### config.mk
export PLATFORM = sky130hd
export DESIGN_NAME = bp_me_wormhole_packet_deserializer_flat
export DESIGN_NICKNAME = d
export VERILOG_FILES = /design/src/rtl/bp_me_wormhole_packet_deserializer_if.sv /design/src/rtl/bp_me_wormhole_packet_deserializer.sv /design/src/flat_wrapper.sv
export SDC_FILE = /design/constraint.sdc
export NUM_CORES = 1
export LEC_CHECK = 0
export BUFFER_PORTS_ARGS = -buffer_cell sky130_fd_sc_hd__buf_2
export CAP_MARGIN = 40
export CORE_MARGIN = 4
export CORE_UTILIZATION = 37
export DETAILED_ROUTE_END_ITERATION = 12
export HOLD_SLACK_MARGIN = 0.08
export MAX_ROUTING_LAYER = met4
export SKIP_CTS_REPAIR_TIMING = 1
export SLEW_MARGIN = 10
export SYNTH_ARGS = -nofsm -noshare
export SYNTH_HDL_FRONTEND = slang
export SYNTH_SLANG_ARGS = --single-unit
### constraint.sdc
create_clock -name clk_i -period 2.5 [get_ports clk_i]
set_input_delay 0.625 -clock clk_i [delete_from_list [all_inputs] [get_ports clk_i]]
set_output_delay 0.625 -clock clk_i [all_outputs]
set_load 0.005 [all_outputs]
### src/rtl/bp_me_wormhole_packet_deserializer_if.sv
// Flit-in / packet-out link of the wormhole packet deserializer.
// The slave modport is the deserializer; the master modport is its environment.
interface bp_me_wormhole_packet_deserializer_if #(
    parameter int flit_width_p        = 16,
    parameter int x_cord_width_p      = 2,
    parameter int y_cord_width_p      = 2,
    parameter int max_payload_width_p = 40
);
    logic [flit_width_p-1:0]        data_i;
    logic                           v_i;
    logic                           ready_o;
    logic [max_payload_width_p-1:0] data_o;
    logic [x_cord_width_p-1:0]      x_o;
    logic [y_cord_width_p-1:0]      y_o;
    logic                           v_o;
    logic                           ready_i;
    logic                           len_err_o;

    modport slave (
        input  data_i, v_i, ready_i,
        output ready_o, data_o, x_o, y_o, v_o, len_err_o
    );

    modport master (
        output data_i, v_i, ready_i,
        input  ready_o, data_o, x_o, y_o, v_o, len_err_o
    );
endinterface

### src/rtl/bp_me_wormhole_packet_deserializer.sv
// Reassembles a header + body flit stream into one packet word, held until consumed.
// Two-state RECV/SEND machine with registered handshake outputs; no bypass path.
module bp_me_wormhole_packet_deserializer #(
    parameter int flit_width_p        = 16,
    parameter int x_cord_width_p      = 2,
    parameter int y_cord_width_p      = 2,
    parameter int len_width_p         = 2,
    parameter int max_num_flit_p      = 3,
    parameter int max_payload_width_p = 40
) (
    input  logic clk_i,
    input  logic reset_i,
    bp_me_wormhole_packet_deserializer_if.slave link
);

    localparam int cnt_w       = (max_num_flit_p > 1) ? $clog2(max_num_flit_p) : 1;
    localparam int len_off     = x_cord_width_p + y_cord_width_p;
    localparam int payload_off = len_off + len_width_p;
    localparam int buf_w       = max_num_flit_p * flit_width_p;
    localparam logic [cnt_w-1:0] last_idx = cnt_w'(max_num_flit_p - 1);

    typedef enum logic {RECV = 1'b0, SEND = 1'b1} state_e;

    state_e                                    state_r;
    logic [cnt_w-1:0]                          cnt_r;
    logic [cnt_w-1:0]                          len_r;
    logic [max_num_flit_p-1:0][flit_width_p-1:0] buf_r;
    logic                                      ready_r;
    logic                                      v_r;
    logic                                      len_err_r;

    logic                   accept;
    logic [len_width_p-1:0] hdr_len;
    logic                   hdr_len_err;
    logic [cnt_w-1:0]       hdr_len_eff;
    logic                   last_flit;

    assign accept      = link.v_i & ready_r;
    assign hdr_len     = link.data_i[len_off +: len_width_p];
    assign hdr_len_err = (int'(hdr_len) > max_num_flit_p - 1);
    // Oversized lengths are clamped so the packet still ends at the buffer limit.
    assign hdr_len_eff = hdr_len_err ? last_idx : cnt_w'(hdr_len);
    // The header flit compares against its own len; body flits against the captured one.
    assign last_flit   = (cnt_r == '0) ? (hdr_len_eff == '0) : (cnt_r == len_r);

    always_ff @(posedge clk_i) begin
        if (!reset_i) begin
            state_r   <= RECV;
            cnt_r     <= '0;
            len_r     <= '0;
            buf_r     <= '0;
            ready_r   <= 1'b0;
            v_r       <= 1'b0;
            len_err_r <= 1'b0;
        end else begin
            len_err_r <= 1'b0;
            case (state_r)
                RECV: begin
                    ready_r <= 1'b1;
                    if (accept) begin
                        // A header wipes stale body flits so short packets read zero above.
                        for (int k = 0; k < max_num_flit_p; k++) begin
                            if (cnt_w'(k) == cnt_r)
                                buf_r[k] <= link.data_i;
                            else if (cnt_r == '0)
                                buf_r[k] <= '0;
                        end
                        if (cnt_r == '0) begin
                            len_r     <= hdr_len_eff;
                            len_err_r <= hdr_len_err;
                        end
                        if (last_flit) begin
                            state_r <= SEND;
                            cnt_r   <= '0;
                            ready_r <= 1'b0;
                            v_r     <= 1'b1;
                        end else begin
                            cnt_r <= cnt_r + cnt_w'(1);
                        end
                    end
                end
                SEND: begin
                    if (link.ready_i) begin
                        state_r <= RECV;
                        v_r     <= 1'b0;
                        ready_r <= 1'b1;
                    end
                end
                default: state_r <= RECV;
            endcase
        end
    end

    logic [buf_w-1:0] buf_flat;
    logic             unused_buf;

    assign buf_flat       = buf_r;
    assign unused_buf     = ^buf_flat;
    assign link.data_o    = buf_flat[payload_off +: max_payload_width_p];
    assign link.x_o       = buf_flat[0 +: x_cord_width_p];
    assign link.y_o       = buf_flat[x_cord_width_p +: y_cord_width_p];
    assign link.ready_o   = ready_r;
    assign link.v_o       = v_r;
    assign link.len_err_o = len_err_r;

endmodule

### src/flat_wrapper.sv
// flat-port wrapper written by rule: the top's interface ports become plain ports
module bp_me_wormhole_packet_deserializer_flat 
#(
    parameter int flit_width_p        = 16,
    parameter int x_cord_width_p      = 2,
    parameter int y_cord_width_p      = 2,
    parameter int len_width_p         = 2,
    parameter int max_num_flit_p      = 3,
    parameter int max_payload_width_p = 40
)
  (clk_i, reset_i, link_data_i, link_v_i, link_ready_i, link_ready_o, link_data_o, link_x_o, link_y_o, link_v_o, link_len_err_o);
  bp_me_wormhole_packet_deserializer_if #(.flit_width_p(flit_width_p), .x_cord_width_p(x_cord_width_p), .y_cord_width_p(y_cord_width_p), .max_payload_width_p(max_payload_width_p)) link_i ();
  input  logic clk_i;
  input  logic reset_i;
  input wire logic [$bits(link_i.data_i)-1:0] link_data_i;
  input wire logic [$bits(link_i.v_i)-1:0] link_v_i;
  input wire logic [$bits(link_i.ready_i)-1:0] link_ready_i;
  output wire logic [$bits(link_i.ready_o)-1:0] link_ready_o;
  output wire logic [$bits(link_i.data_o)-1:0] link_data_o;
  output wire logic [$bits(link_i.x_o)-1:0] link_x_o;
  output wire logic [$bits(link_i.y_o)-1:0] link_y_o;
  output wire logic [$bits(link_i.v_o)-1:0] link_v_o;
  output wire logic [$bits(link_i.len_err_o)-1:0] link_len_err_o;
  assign link_i.data_i = link_data_i;
  assign link_i.v_i = link_v_i;
  assign link_i.ready_i = link_ready_i;
  assign link_ready_o = link_i.ready_o;
  assign link_data_o = link_i.data_o;
  assign link_x_o = link_i.x_o;
  assign link_y_o = link_i.y_o;
  assign link_v_o = link_i.v_o;
  assign link_len_err_o = link_i.len_err_o;
  bp_me_wormhole_packet_deserializer #(.flit_width_p(flit_width_p), .x_cord_width_p(x_cord_width_p), .y_cord_width_p(y_cord_width_p), .len_width_p(len_width_p), .max_num_flit_p(max_num_flit_p), .max_payload_width_p(max_payload_width_p)) u_core (.clk_i(clk_i), .reset_i(reset_i), .link(link_i));
endmodule
# After elaboration in Yosys (flattened, before gate mapping)
# Cells that the tools add are included.
dict set report word_totals {
  input_bits 20
  register_bits 54
  elab_cells 50
  out_inout_bits 47
}
dict set report op_classes {
  n_reduce_logical 10
  bitwise_logic 5
  magnitude_cmp 1
  add_sub_neg 1
  eq_ne 6
  mux 18
}
# op count
set ops {}
lappend ops {{$mux 16} 2}
lappend ops {{$mux 14} 1}
lappend ops {{$reduce_and 3->1} 4}
lappend ops {{$mux 1} 10}
lappend ops {{$pmux 1 s2} 3}
lappend ops {{$logic_not 2->1} 2}
lappend ops {{$mux 2} 2}
lappend ops {{$ne 2x1->1 const B} 2}
lappend ops {{$not 1->1} 4}
lappend ops {{$reduce_bool 2->1} 2}
lappend ops {{$reduce_or 4->1} 1}
lappend ops {{$add 2x1->2 const B} 1}
lappend ops {{$eq 1x2->1 const A} 1}
lappend ops {{$eq 2x2->1} 1}
lappend ops {{$eq 2x2->1 const A} 1}
lappend ops {{$gt 2x2->1 const B} 1}
lappend ops {{$ne 2x2->1 const B} 1}
lappend ops {{$reduce_and 2->1} 1}
lappend ops {{$and 1x1->1} 1}

# Logic depth before layout (Yosys ltp)
dict set report depth {
  word_depth 7
  ltp_mapped 7
  mapped_depth_nobuf 5
}

# Least setup slack after synthesis
# OpenSTA, ideal clock, no wires.
dict set report synth_timing {
  kind {input to register}
  startpoint {input link_v_i}
  endpoint {register u_core.buf_r, in the netlist u_core.link.data_o[30]}
  path_slack_ns 1.009
  path_buffers 2
  required_ns 2.383
  setup_time_ns 0.117
  arrival_ns 1.374
  stages 5
  path_cell_list {and3b_1 > and3_4 > buf_6 > buf_6 > a22o_1}
}
dict set report synth_via {
  elab_chain_cells 2
}
# item line_no
set synth_lines {}
lappend synth_lines {{from (decl)} flat_wrapper.sv:16} ;# input wire logic [$bits(link_i.v_i)-1:0] link_v_i;
lappend synth_lines {{$and 1x1->1} bp_me_wormhole_packet_deserializer.sv:38} ;# assign accept = link.v_i & ready_r;
lappend synth_lines {{$reduce_and 3->1 (no source line)} -}
lappend synth_lines {{to (signal, indexed assignment)} bp_me_wormhole_packet_deserializer.sv:64} ;# buf_r[k] <= link.data_i;
lappend synth_lines {{to (decl)} bp_me_wormhole_packet_deserializer.sv:27} ;# logic [max_num_flit_p-1:0][flit_width_p-1:0] buf_r;
# No other way between the ends.
# A chain may end at the register's enable or synchronous reset.

# Final worst setup path
dict set report layout_timing {
  startpoint {register u_core.cnt_r[0]}
  endpoint {register u_core.len_r[0]}
}
dict set report layout_via {
  elab_chain_cells 2
}
# item line_no
set layout_lines {}
lappend layout_lines {{from (decl)} bp_me_wormhole_packet_deserializer.sv:25} ;# logic [cnt_w-1:0] cnt_r;
lappend layout_lines {{from (signal assigned)} bp_me_wormhole_packet_deserializer.sv:78} ;# cnt_r <= cnt_r + cnt_w'(1);
lappend layout_lines {{$logic_not 2->1} bp_me_wormhole_packet_deserializer.sv:68} ;# if (cnt_r == '0) begin
lappend layout_lines {{$reduce_and 3->1 (no source line)} -}
lappend layout_lines {{to (signal assigned)} bp_me_wormhole_packet_deserializer.sv:69} ;# len_r <= hdr_len_eff;
lappend layout_lines {{to (decl)} bp_me_wormhole_packet_deserializer.sv:26} ;# logic [cnt_w-1:0] len_r;
# No other way between the ends.

==> metrics <==
IO Pins=67; syn_nets=238; Worst slew margin=0.554; commonest non-fill, non-tap cells in the layout=buf_2 (66), nand2_1 (53), dfxtp_1 (52); crit path DAT=1.95 ns; Clock Latency Late Sink=0.29 ns; Power Total=1.53 mW; number of synthesized flops with an enable pin=0; top_reg_cell synth=dfxtp_1; Critical Path RT=2.74 ns; largest net degree at the start of global routing=28; Syn-to-layout area delta=21.6%; post-synthesis async set-or-reset flop share=0; skew final=0.00457 ns; clock slew at reported path FFs=0.09 ns; final slew viol count=0; via-per-instance ratio=4.87; Yosys top cell area share=0.510; DR WL/cell=14.5 µm; initial antenna violation count=0; Setup TNS=0 ns; DR vias=1686; TritonCTS clock tree=done; Max rail drop VDD=0.000238 V; antenna diode count=0; number of buffers created by CTS=5; Switching Fraction=0.253; Comb power frac=0.110; GRT Overall Usage=0.161; post-route antenna net violation count=0; Clock Path Buffers=2; main area contributors after synthesis=dfxtp_1 (51%), a21boi_1 (9.9%), nand2_1 (9.7%); Fmax=585 MHz; Final HPWL DP=3410 µm; Syn Area/Cell=9.50 µm²; Die W=82.3 µm; critical path fanouts, max=16; RSZ-0062 raised after global routing=false; H-tree levels=2; Startpoint Class=register; Final Setup Violations=0; FF+latch count, synth=52; Min-Delay Path Depth=2; DR pass1 iterations=4; Hold WC Path Type=register to register; Final Core Density=0.474; sequential share of power=0.567; Syn Inst Count=215; Multi-input gate area=900 µm²; commonest non-fill, non-tap cell in the layout=buf_2; Routed WL=5010 µm; Crit Path Class=register to register; die height=82.3 µm; sequential element share of the synthesized area=0.510; CP endpoint kind=register; I/O Buffers=66; Pleak=1.13 nW; post-synth top area cell=dfxtp_1; Mapped Area=2040 µm²; DIE AREA=6770 µm²; hold_ws=0.453 ns; Cell Pwr Density=616 nW/µm²; P_int=1.14 mW; RePlAce Congestion=0.721; max-cap violation count=0; first-pass GRT wire length=8100 µm; Sw Pwr=386 µW; worst reg2reg path depth=5; status=complete, no violations; Initial Utilization=0.390; synth warn=0; Layout fillers=543; layout net count=298; Rows=26; fin crit period=1.71 ns; vias in the first global route=1636; register area=1040 µm²; worst-margin pin slew=0.668 ns; DRC viols=0; DR iter-0 viols=68; layout cell share with drive strength beyond 1=0.290; grt total ovfl=0; Final Hold Fails=0; Clk Tree Root Cell=clkbuf_8; Synth cell types=34; clk sinks=52; Placeable Area=5240 µm²; clock network fraction of total power=0.323; final worst-path cycle share=0.684
## flip-flops by register name, summed over array words and instances (netlist names)
register	count
u_core.state_r	1
u_core.link.data_o	40
u_core.link.ready_o	1
u_core.cnt_r	2
u_core.len_r	2
u_core.link.y_o	2
u_core.link.x_o	2
u_core.link.len_err_o	1
u_core.link.v_o	1
## metrics by stage
| step | worst slack, ns | instance area (µm²) | cells |
|---|---|---|---|
| finish | 0.790 | 2480 | 346 |
| detailed placement | 0.710 | 2390 | 338 |
| global placement | 0.737 | 2390 | 338 |
| global route | 0.596 | 2480 | 346 |
| CTS | 0.774 | 2480 | 346 |
| floorplan | 1.01 | 2040 | 215 |
## final cells by class
type | instances | area share
inverters | 2 | 0.00302
repair buffers | 69 | 0.142
well taps | 70 | 0.0353
clock buffers | 7 | 0.0348
multi-input cells | 145 | 0.362
clock inverters | 1 | 0.00302
flip-flops and latches | 52 | 0.419
## layer usage
layer	global-route usage	up-vias	share of wire
met5	-	-	0
met4	0.0449	0	0.0076
met3	0.0401	2	0.047
met2	0.267	32	0.48
met1	0.193	792	0.46
li1	-	860	-
## synthesized netlist by cell type (2+ instances only)
library cell / number
o211a_1: 2
inv_1: 2
nand2_1: 53
a21boi_0: 5
ha_1: 3
buf_2: 5
nand3_1: 19
clkbuf_1: 6
buf_6: 3
a21boi_1: 27
a22o_1: 14
xor2_1: 2
nor2_1: 2
dfxtp_1: 52
## final timing paths
path	startpoint	endpoint	slack, ns
hold / removal	u_core.link.data_o[10]	u_core.link.data_o[10]	0.45
setup / recovery	u_core.cnt_r[0]	u_core.len_r[0]	0.79
setup reg to reg	u_core.cnt_r[0]	u_core.len_r[0]	0.79
hold reg to reg	u_core.link.data_o[10]	u_core.link.data_o[10]	0.45
## power groups by stage
stage               clock, mW  sequential [mW]  combinational (mW)
finish                  0.494            0.867               0.168
global route            0.549            0.870               0.189
CTS                     0.512            0.867               0.171
detailed placement          0            0.887               0.170
global placement            0            0.886               0.169
floorplan                   0            0.886               0.100
## critical path, stage by stage (launching register included)
cell and delay, ns:
dfxtp_1 0.36, inv_1 0.11, ha_1 0.24, and4b_1 0.65
nand3b_1 0.14, a21boi_1 0.15
## cell families after synthesis
group / Yosys count / share of synthesized area
DFF: 52 / 0.510
buffers and inverters: 18 / 0.0496
xor gates and xnor gates: 2 / 0.00858
adders and majority gates: 3 / 0.0184
AOI/OAI and AO/OA: 54 / 0.213
and+or+nand+nor: 86 / 0.201
Note: power is estimated with default switching activity, not from simulation.
